$ cat src/rtl/bcd_pkg.sv
// bcd_pkg: shared constants and FSM state encoding for the BCD-to-binary
// converter (bcd_to_binary_seq and bcd_nibble_corrector).
//   BCD_DIGIT_W      bits per BCD digit
//   BCD_CORR_THRESH  nibble value at or above which a correction applies
//   BCD_CORR_SUB     amount subtracted from a nibble needing correction
//   state_t          ST_IDLE / ST_CONV / ST_DONE
package bcd_pkg;

  localparam int         BCD_DIGIT_W     = 4;
  localparam logic [3:0] BCD_CORR_THRESH = 4'd8;
  localparam logic [3:0] BCD_CORR_SUB    = 4'd3;

  typedef enum logic [1:0] {
    ST_IDLE = 2'd0,
    ST_CONV = 2'd1,
    ST_DONE = 2'd2
  } state_t;

endpackage

$ cat src/rtl/bcd_nibble_corrector.sv
// bcd_nibble_corrector: combinational per-digit correction step of the
// reverse double-dabble algorithm: (x >= 8) ? x - 3 : x, in 4-bit arithmetic.
// Ports:
//   nibble     in   4  digit value after the right shift
//   corrected  out  4  digit value after correction
module bcd_nibble_corrector
  import bcd_pkg::*;
(
  input  logic [BCD_DIGIT_W-1:0] nibble,
  output logic [BCD_DIGIT_W-1:0] corrected
);

  assign corrected = (nibble >= BCD_CORR_THRESH) ? (nibble - BCD_CORR_SUB) : nibble;

endmodule

$ cat src/rtl/bcd_to_binary_seq.sv
// bcd_to_binary_seq: multi-cycle BCD-to-binary converter (reverse double
// dabble), one shift/correct iteration per clock, start/busy/done handshake.
// Optional feature macro: BCD_RANGE_CHECK_EN -- when defined, a start with
// any digit > 9 goes straight to DONE with error_out=1 and binary_out=0;
// when undefined, no check is made and error_out is tied 0.
// Ports:
//   clk_in      in   1         clock, rising edge
//   rst_n_in    in   1         synchronous active-low reset
//   start_in    in   1         conversion request, sampled only in IDLE
//   bcd_in      in   4*DIGITS  packed digits, [3:0] = units
//   busy_out    out  1         high in CONV and DONE
//   done_out    out  1         one-cycle pulse, binary_out valid from here
//   binary_out  out  BIN_W     result, held until the next DONE
//   error_out   out  1         invalid-digit flag (range-check build only)
module bcd_to_binary_seq
  import bcd_pkg::*;
#(
  parameter int DIGITS = 3,
  parameter int BIN_W  = 10
) (
  input  logic                            clk_in,
  input  logic                            rst_n_in,
  input  logic                            start_in,
  input  logic [BCD_DIGIT_W*DIGITS-1:0]   bcd_in,
  output logic                            busy_out,
  output logic                            done_out,
  output logic [BIN_W-1:0]                binary_out,
  output logic                            error_out
);

  localparam int BCD_W = BCD_DIGIT_W * DIGITS;
  localparam int CNT_W = $clog2(BIN_W + 1);
  localparam logic [CNT_W-1:0] CNT_LOAD = CNT_W'(BIN_W);
  localparam logic [CNT_W-1:0] CNT_ONE  = CNT_W'(1);

  state_t state, state_nxt;

  logic [BCD_W-1:0] bcd_sh;
  logic [BCD_W-1:0] bcd_shr;
  logic [BCD_W-1:0] bcd_corr;
  // Only bits [BIN_W-1:1] of the binary half of the working register are
  // kept: bit 0 is always shifted out before it could reach the result.
  logic [BIN_W-2:0] bin_hi;
  logic [BIN_W-1:0] bin_shr;
  logic [CNT_W-1:0] cnt;
  logic             bad_digit;
  logic             last_iter;

  // Step 1: right shift of {bcd_sh, bin_sh}; the units LSB enters the binary MSB.
  assign bcd_shr   = bcd_sh >> 1;
  assign bin_shr   = {bcd_sh[0], bin_hi};
  assign last_iter = (cnt == CNT_ONE);

  // Step 2: independent per-digit correction, no borrow between nibbles.
  for (genvar g = 0; g < DIGITS; g++) begin : g_corr
    bcd_nibble_corrector u_corr (
      .nibble    (bcd_shr [g*BCD_DIGIT_W +: BCD_DIGIT_W]),
      .corrected (bcd_corr[g*BCD_DIGIT_W +: BCD_DIGIT_W])
    );
  end

`ifdef BCD_RANGE_CHECK_EN
  always_comb begin
    bad_digit = 1'b0;
    for (int i = 0; i < DIGITS; i++) begin
      if (bcd_in[i*BCD_DIGIT_W +: BCD_DIGIT_W] > 4'd9) bad_digit = 1'b1;
    end
  end
`else
  assign bad_digit = 1'b0;
`endif

  // FSM state register
  always_ff @(posedge clk_in) begin
    if (!rst_n_in) state <= ST_IDLE;
    else           state <= state_nxt;
  end

  // FSM next state / outputs
  always_comb begin
    state_nxt = state;
    busy_out  = 1'b0;
    unique case (state)
      ST_IDLE: if (start_in) state_nxt = bad_digit ? ST_DONE : ST_CONV;
      ST_CONV: begin
        busy_out = 1'b1;
        if (last_iter) state_nxt = ST_DONE;
      end
      ST_DONE: begin
        busy_out  = 1'b1;
        state_nxt = ST_IDLE;
      end
      default: state_nxt = ST_IDLE;
    endcase
  end

  // Datapath: working register, counter, and registered result/done.
  // done_out and binary_out are loaded on the edge that enters DONE so
  // both are valid throughout the DONE cycle.
  always_ff @(posedge clk_in) begin
    if (!rst_n_in) begin
      bcd_sh     <= '0;
      bin_hi     <= '0;
      cnt        <= '0;
      binary_out <= '0;
      done_out   <= 1'b0;
    end else begin
      done_out <= 1'b0;
      unique case (state)
        ST_IDLE: if (start_in) begin
          bcd_sh <= bcd_in;
          bin_hi <= '0;
          cnt    <= CNT_LOAD;
          if (bad_digit) begin
            binary_out <= '0;
            done_out   <= 1'b1;
          end
        end
        ST_CONV: begin
          bcd_sh <= bcd_corr;
          bin_hi <= bin_shr[BIN_W-1:1];
          cnt    <= cnt - CNT_ONE;
          if (last_iter) begin
            binary_out <= bin_shr;
            done_out   <= 1'b1;
          end
        end
        default: ;
      endcase
    end
  end

`ifdef BCD_RANGE_CHECK_EN
  // Error flag follows the most recently accepted start.
  always_ff @(posedge clk_in) begin
    if (!rst_n_in)                          error_out <= 1'b0;
    else if (state == ST_IDLE && start_in)  error_out <= bad_digit;
  end
`else
  assign error_out = 1'b0;
`endif

endmodule
$ cat config.mk
export PLATFORM = sky130hd
export DESIGN_NAME = bcd_to_binary_seq
export DESIGN_NICKNAME = d
export VERILOG_FILES = /design/src/rtl/bcd_pkg.sv /design/src/rtl/bcd_nibble_corrector.sv /design/src/rtl/bcd_to_binary_seq.sv
export SDC_FILE = /design/constraint.sdc
export NUM_CORES = 1
export LEC_CHECK = 0
export BUFFER_PORTS_ARGS = -buffer_cell sky130_fd_sc_hd__buf_2
export CORE_UTILIZATION = 59
export CTS_CLUSTER_DIAMETER = 100
export DETAILED_ROUTE_END_ITERATION = 16
export GPL_TIMING_DRIVEN = 0
export PLACE_DENSITY = 0.83
export SLEW_MARGIN = 20
export SYNTH_ARGS = -nofsm -noshare
export SYNTH_HDL_FRONTEND = slang
export SYNTH_SLANG_ARGS = --single-unit
export TNS_END_PERCENT = 1
$ cat constraint.sdc
create_clock -name clk_in -period 2.8 [get_ports clk_in]
set_input_delay 0.28 -clock clk_in [delete_from_list [all_inputs] [get_ports clk_in]]
set_output_delay 0.28 -clock clk_in [all_outputs]
set_load 0.005 [all_outputs]
* After elaboration in Yosys (flattened, before gate mapping)
Cells that the tools add are included.
Widths: inputs -> output; s select.
** Operators by class
- Order comparisons :: 3
- Equal/unequal tests :: 5
- $add $sub $neg :: 4
- Multiplexer cells :: 14
- Reductions and logical operators :: 7
** Operators with widths (number)
- $pmux 12 s2 :: 1
- $pmux 9 s2 :: 1
- $mux 4 :: 4
- $mux 12 :: 1
- $mux 9 :: 1
- $ge 4x4->1 const B :: 2
- $pmux 4 s2 :: 1
- $reduce_and 2->1 :: 4
- $sub 4x2->4 const B :: 2
- $eq 4x1->1 const B :: 1
- $ge 3x4->1 const B :: 1
- $mux 2 :: 2
- $ne 2x2->1 const B :: 2
- $pmux 2 s2 :: 1
- $sub 3x2->4 const B :: 1
- $sub 4x1->4 const B :: 1
- $eq 2x1->1 const B :: 1
- $eq 2x2->1 const B :: 1
- $logic_not 2->1 :: 1
- $mux 1 :: 2
- $reduce_bool 2->1 :: 1
- $reduce_or 2->1 :: 1
** Word-level totals
- Output and inout bits :: 13
- Logic and storage cells :: 39
- Register bits after elaboration :: 38
- Bits of input ports :: 15

* Longest topological paths before layout
Gate-level depths: netlist (run 1).
- Depth in word-level cells :: 3
- Gate-level depth with buffers :: 8
- Mapped depth without buffers :: 6

* Cells and area by module
A second synthesis (run 1) with hierarchy kept.
** Second synthesis, totals
- Cell total of the unflattened synthesis :: 205
- Area total of the unflattened synthesis :: 1885.6 µm²
** Modules (own cells, without submodules)
- bcd_to_binary_seq :: sequential area each 760.7 µm², instances 1, area an instance 1656.6 µm², cells each 172
- bcd_nibble_corrector :: sequential area each 0.0 µm², instances 3, area an instance 76.3 µm², cells each 11

* Least setup slack after synthesis (run 1)
OpenSTA, ideal clock, no wires.
- Path type :: register -> register
- Start point :: reg state[0]
- End point :: reg bcd_sh[2]
- Stages on the path, launching flop included :: 7
- Slack :: 1.348 ns
- Data arrival time :: 1.336 ns
- Period minus slack after synthesis :: 1.452 ns
- Buffers on the path :: 0
- Required time :: 2.684 ns
- Setup time :: 0.116 ns
- Cell sequence :: dfxtp_1 inv_1 ha_1 mux2_4 o211ai_1 a21oi_1 a31o_2
** On the way
- Word-level cells in the longest chain between the ends :: 3
- Elaborated cells on any way between the ends :: 6
- Classes of those cells :: 2 x eq/ne; 1 x mux; 3 x reduce/logical
** Ends and longest elaborated chain
- start: declaration :: line bcd_to_binary_seq.sv:36 : state_t state, state_nxt;
- start signal: assignment :: line bcd_to_binary_seq.sv:76 : else state <= state_nxt;
- $eq 2x1->1 or $logic_not 2->1 (tied branches) :: line bcd_to_binary_seq.sv:109 : unique case (state)
- $reduce_bool 2->1 (no line) or $ne 2x2->1 (tied branches)
- $reduce_and 2->1 (no line)
- end signal: assignment :: line bcd_to_binary_seq.sv:111 : bcd_sh <= bcd_in;
- end signal: assignment :: line bcd_to_binary_seq.sv:120 : bcd_sh <= bcd_corr;
- end: declaration :: line bcd_to_binary_seq.sv:38 : logic [BCD_W-1:0] bcd_sh;
Parallel ways exist; a longest one is shown, timed or not.
A chain may end at the register's enable or synchronous reset.

* Worst setup path after layout (run 1)
- Start point :: reg state[0]
- End point :: reg bcd_sh[11]
The elaborated chain is that of the path after synthesis.

==> run summary, run 1 <==
post-synth cell types - 38
#FFs+latches synth - 38
Commonest cells post-synth - dfxtp_1, nand2_1, a21oi_1
first-pass GRT wire length - 6113 um
Post-DP Area - 0.001908 mm^2
FMAX - 623.2 MHz
Starting Density - 0.6253
layout cells sized above 1 - 0.2436
critical path peak fanout - 10
Starting DRT DRC Count - 45
post-route minimum period - 1.605 ns
Post-Route Skew - 0.008050 ns
final wirelength - 3627 um
Final ANT Viol Nets - 0
DRC - 0
# IOs - 28
TritonCTS Buffers - 5
layout net count - 256
core area - 0.002781 mm^2
CTS sink cnt - 38
post-DP HPWL - 2452 um
Overflow after GRT - 0
routability-driven placement congestion ratio - 0.8059
setup TNS - 0 ns
Ys Warns - 0
synth top area cells - dfxtp_1, nand2_1, ha_1
CTS tree - built
Pwr per Cell Area - 640.1 mW/mm^2
Setup Buffers After CTS - 0
post-synth top area share - 0.4374
input/output buffers - 26
Synth Area per Inst - 8.696 um^2
Die Y - 56.30 um
Design Area, Final - 0.002019 mm^2
fin crit share - 0.5731
WP data arrival - 1.88 ns
num rows - 19
syn_nets - 223
CP endpoint kind - flop
EDFF count, synth - 0
Final Util - 0.7260
Pins Over Slew Limit - 0
type of the worst min-delay path - input pin to flop
Hold Slack - 0.2121 ns
die footprint - 0.003169 mm^2
status - finished, final reports clean
Via Count - 1498
Final Hold Viols - 0
DR pass1 iterations - 4
ant diodes - 0
largest net degree at the start of global routing - 13
Die W - 56.30 um
share of flip-flops with an asynchronous set or reset - 0
area growth from synthesis to layout - 16.12%
hold buffers post-CTS - 0
htree depth - 2
ys flop type - dfxtp_1
Static Leakage - 0.8195 nW
type of the worst setup path - flop to flop
root buf cell - clkbuf_4
non-filler cells, final - 265
WP data required - 3.08 ns
Synth Instances - 200
routed length per instance - 13.69 um
most numerous cell in the Yosys netlist - dfxtp_1
CTS resizes - 0
vias in the first global route - 1436
Worst-Skew Late Latency - 0.35 ns
number of max-cap violations - 0
total global-route track usage - 0.2491
initial antenna violation count - 0
setup violators final - 0
Max VDD drop - 0.0005872 V
area leader, netlist - dfxtp_1
clk slew on worst S/H paths - 0.12 ns
maximum clock insertion buffer count - 2
Worst Setup Start Kind - flop
Vias/cell - 5.653
RSZ-0062 raised after global routing - false
Post-Syn Area - 0.001739 mm^2
dpl cells - 257
Seq/Total Area, Yosys - 0.4374
-- where the power goes --
group | total, mW | internal [mW] | switching, mW
clock | 0.489 | 0.302 | 0.186
combinational | 0.209 | 0.0885 | 0.120
sequential | 0.595 | 0.568 | 0.0268
-- cells in the final DEF (no fill, tap or decap), types with 3 or more instances in the layout --
cell type	Yosys	layout
a211oi_2	3	3
a21oi_1	17	17
a22oi_1	9	9
a31o_2	3	3
buf_2	4	30
clkbuf_1	4	4
clkbuf_4	0	5
dfxtp_1	38	38
ha_1	8	8
inv_1	10	10
mux2i_1	3	3
nand2_1	30	30
nand2b_1	3	3
nand3_1	6	6
nor2_1	15	15
nor2_2	3	3
o211ai_1	4	4
o21ai_0	12	12
xnor2_1	4	4
-- metal layers --
layer	share of wire	GRT usage
met2	0.49	0.4031
met4	0.019	0.1115
met5	0	0
met3	0.049	0.05300
met1	0.44	0.3201
-- worst max-delay path, cell delays in order, from the launching register on --
cell	delay (ns)
dfxtp_1	0.37
inv_1	0.05
ha_1	0.27
o21ai_2	0.39
buf_4	0.25
nand2_1	0.08
a21oi_1	0.13
-- cell type report --
| class | instances | area (um^2) |
|---|---|---|
| clock buffer | 6 | 51.30 |
| fill | 229 | 762.0 |
| buffer | 13 | 92.59 |
| multi-input combinational | 138 | 844.6 |
| sequential | 38 | 760.7 |
| inverter | 11 | 41.29 |
| tap | 31 | 38.79 |
| timing repair buffer | 26 | 130.1 |
| clock inverter | 2 | 60.06 |
-- flip-flops by register name (all words and copies together), names as in the netlist --
register	flops
bcd_sh	12
done_out	1
cnt	4
bin_hi	9
binary_out	10
state	2
-- metrics by stage --
stage / power, mW / worst slack, ns
final: 1.293 / 1.195
after global routing: 1.349 / 1.063
after CTS: 1.290 / 1.189
after detailed placement: 0.8099 / 1.208
after global placement: 0.8018 / 1.270
after floorplan: 0.7580 / 1.348
-- cell families (layout without fill, tap and decap cells) --
logic type / Yosys count / after routing / synth area share
adder cells (fa/ha/maj): 8 / 8 / 0.05756
flip-flops: 38 / 38 / 0.4374
other: 1 / 1 / 0.002156
buffers and inverters: 24 / 58 / 0.07697
AO/OA/AOI/OAI: 56 / 56 / 0.2122
XOR/XNOR: 4 / 4 / 0.02014
AND/OR/NAND/NOR: 65 / 65 / 0.1676
multiplexers: 4 / 4 / 0.02590
-- path summary, 6_finish.rpt --
check                                           startpoint                         end  slack (ns)  cells past startpoint
worst max register to register       state[0]$_SDFFE_PN0P_     bcd_sh[11]$_SDFFE_PN0P_        1.20                      6
worst min register to register  binary_out[1]$_SDFFE_PN0P_  binary_out[1]$_SDFFE_PN0P_        0.46                      2
worst max-delay path                 state[0]$_SDFFE_PN0P_     bcd_sh[11]$_SDFFE_PN0P_        1.20                      6
worst min-delay path                             bcd_in[0]      bcd_sh[0]$_SDFFE_PN0P_        0.21                      3
(Power assumes the default switching activity.)
==> inputs of run 2 (changes only) <==
--- a/config.mk
+++ b/config.mk
@@ -6,11 +6,11 @@
 export NUM_CORES = 1
 export LEC_CHECK = 0
 export BUFFER_PORTS_ARGS = -buffer_cell sky130_fd_sc_hd__buf_2
-export CORE_UTILIZATION = 59
+export CORE_UTILIZATION = 50
 export CTS_CLUSTER_DIAMETER = 100
 export DETAILED_ROUTE_END_ITERATION = 16
 export GPL_TIMING_DRIVEN = 0
-export PLACE_DENSITY = 0.83
+export PLACE_DENSITY = 0.75
 export SLEW_MARGIN = 20
 export SYNTH_ARGS = -nofsm -noshare
 export SYNTH_HDL_FRONTEND = slang
==> constraint.sdc (replaced) <==
create_clock -name clk_in -period 1.3 [get_ports clk_in]
set_input_delay 0.13 -clock clk_in [delete_from_list [all_inputs] [get_ports clk_in]]
set_output_delay 0.13 -clock clk_in [all_outputs]
set_load 0.005 [all_outputs]
==> run summary, run 2 (synthesized netlist as in run 1, its figures left out) <==
num rows - 21 (+2)
DR pass1 iterations - 4 (unchanged)
Via Count - 1510 (+0.80%)
type of the worst min-delay path - input pin to flop
core area - 0.003337 mm^2 (+20%)
RSZ-0062 raised after global routing - true
Starting Density - 0.5212 (-0.1041)
Die Y - 60.98 um (+8.3%)
vias in the first global route - 1302 (-9.3%)
Pwr per Cell Area - 1161 mW/mm^2 (+81%)
initial antenna violation count - 0 (unchanged)
Overflow after GRT - 0 (unchanged)
Int Pwr - 1.724 mW (+80%)
ant diodes - 0 (unchanged)
layout cells sized above 1 - 0.3361 (+0.09254)
layout net count - 260 (+1.6%)
hold endpoint - bcd_sh[4]$_SDFFE_PN0P_
fin worst setup slack - -0.1362 ns (-1.332 ns)
fin crit share - 1.105 (+0.5318)
routability-driven placement congestion ratio - 0.7872 (-2.3%)
Flop pwr share - 0.523 (+0.063)
largest net degree at the start of global routing - 13 (unchanged)
WP data required - 1.53 ns (-1.55 ns)
Design Area, Final - 0.002121 mm^2 (+5.0%)
setup violators final - 36 (+36)
htree depth - 2 (unchanged)
DRC - 0 (unchanged)
reg2reg path depth - 7 (+1)
Max VDD drop - 0.0007368 V (+25%)
FF-to-FF setup slack - -0.14 ns (-1.33 ns)
# IOs - 28 (unchanged)
area growth from synthesis to layout - 21.94%
Die W - 60.98 um (+8.3%)
Pins Over Slew Limit - 0 (unchanged)
Hold Slack - 0.04268 ns (-0.1694 ns)
biggest regs - bcd_sh x12, binary_out x10, bin_hi x9
Vias/cell - 5.317 (-5.9%)
Final ANT Viol Nets - 0 (unchanged)
P_sw - 0.7389 mW (+120%)
Top reg by flops - bcd_sh
CTS tree - built
number of max-cap violations - 0 (unchanged)
switching share of power - 0.3000 (+0.04198)
post-route minimum period - 1.436 ns (-0.1683 ns)
CTS sink cnt - 38 (unchanged)
RR Startpoint - cnt[1]$_SDFFE_PN0P_
max reg flops - 12 (unchanged)
Worst Setup Start Kind - flop
type of the worst setup path - flop to flop
critical path peak fanout - 5 (-5)
total global-route track usage - 0.2158 (-0.03330)
CP endpoint kind - flop
Worst-Skew Late Latency - 0.35 ns (about the same)
post-DP HPWL - 2333 um (-4.8%)
clk slew on worst S/H paths - 0.12 ns (about the same)
WP data arrival - 1.66 ns (-0.22 ns)
Final Hold Viols - 0 (unchanged)
Cells on Worst Hold Path - 3 (unchanged)
hold path startpoint - bcd_in[4]
RR Endpoint - binary_out[9]$_SDFFE_PN0P_
failing checks - negative setup slack
Clock Power Share - 0.268 (-0.110)
FMAX - 696.3 MHz (+12%)
maximum clock insertion buffer count - 2 (unchanged)
Starting DRT DRC Count - 97 (+120%)
TritonCTS Buffers - 5 (unchanged)
root buf cell - clkbuf_4
final wirelength - 3533 um (-2.6%)
most common cell after layout, fill and taps aside - dfxtp_1
Post-Route Skew - 0.01183 ns (+0.003775 ns)
Post-DP Area - 0.001959 mm^2 (+2.7%)
total power - 2.463 mW (+91%)
Static Leakage - 0.8345 nW (+1.8%)
most frequent cells in the layout - dfxtp_1, nand2_1, buf_2, a21oi_1, nor2_1
die footprint - 0.003718 mm^2 (+17%)
hold buffers post-CTS - 0 (unchanged)
status - complete, but fails checks
input/output buffers - 26 (unchanged)
Comb power frac - 0.209 (+0.047)
first-pass GRT wire length - 5747 um (-6.0%)
routed length per instance - 12.44 um (-9.1%)
==> run 2: changes by cell type in the layout (fill, tap and decap cells not counted), moves of 3 or more <==
cell / before / now
o21ai_0: 12 / 8
dfxtp_1: 38 / 33
buf_2: 30 / 27
buf_4: 2 / 6
o21ai_1: 0 / 3
dfxtp_2: 0 / 5
inv_1: 10 / 7
==> run 2: worst max-delay path: stages (launching register included) <==
cell and delay, ns:
dfxtp_2 0.34, inv_2 0.06, ha_1 0.13, nand2b_1 0.11, or3_4 0.42, buf_6 0.15, nand2_1 0.06, a21oi_1 0.06
==> run 2: repair_timing <==
| action | in CTS | in global routing |
|---|---|---|
| buffers inserted | 3 | 0 |
| pin swaps | 5 | 2 |
| gates resized for setup | 19 | 8 |
| gates cloned | 2 | 0 |
| setup endpoints to repair | 38 | 38 |
==> run 2: metrics by stage <==
| step | TNS [ns] | util | setup WS [ns] | std cells |
|---|---|---|---|---|
| CTS | -2.874 | 0.6295 | -0.1281 | 284 |
| finish | -3.055 | 0.6355 | -0.1362 | 284 |
| floorplan | -1.226 | - | -0.1039 | 200 |
| global placement | -4.640 | 0.5872 | -0.1916 | 272 |
| detailed placement | -5.208 | 0.5872 | -0.2051 | 272 |
| global route | -5.597 | 0.6355 | -0.2159 | 284 |
==> run 2: per-layer routing <==
metal,GRT usage,part of all wire,vias up,wire length (um)
li1,-,-,763,-
met1,0.2949,0.51,702,1814
met4,0.1201,0.020,0,72
met3,0.04264,0.042,9,149
met5,0,0,-,0
met2,0.3187,0.42,36,1496
==> run 2: final cells by class <==
| type | instances | area (um^2) |
|---|---|---|
| sequential | 38 | 767.0 |
| tap | 46 | 57.56 |
| buffer | 12 | 93.84 |
| clock buffer | 6 | 51.30 |
| timing repair buffer | 30 | 163.9 |
| clock inverter | 2 | 12.51 |
| inverter | 11 | 46.29 |
| fill | 302 | 1216 |
| multi-input combinational | 139 | 928.4 |
==> run 2: power groups by stage <==
stage	Sequential [mW]	Combinational (mW)	Clock, mW
global route	1.30	0.572	0.722
global placement	1.31	0.438	0
floorplan	1.30	0.351	0
CTS	1.29	0.497	0.669
finish	1.29	0.515	0.659
detailed placement	1.31	0.445	0
==> run 2: worst max path at each step <==
stage | start | to | slack, ns
final | cnt[1]$_SDFFE_PN0P_ | binary_out[9]$_SDFFE_PN0P_ | -0.14
after global routing | cnt[1]$_SDFFE_PN0P_ | binary_out[1]$_SDFFE_PN0P_ | -0.22
after CTS | cnt[1]$_SDFFE_PN0P_ | binary_out[5]$_SDFFE_PN0P_ | -0.13
after detailed placement | state[1]$_SDFFE_PN0P_ | bcd_sh[11]$_SDFFE_PN0P_ | -0.21
after global placement | state[1]$_SDFFE_PN0P_ | bin_hi[6]$_SDFFE_PN0P_ | -0.19
after floorplan | state[1]$_SDFFE_PN0P_ | bcd_sh[2]$_SDFFE_PN0P_ | -0.10
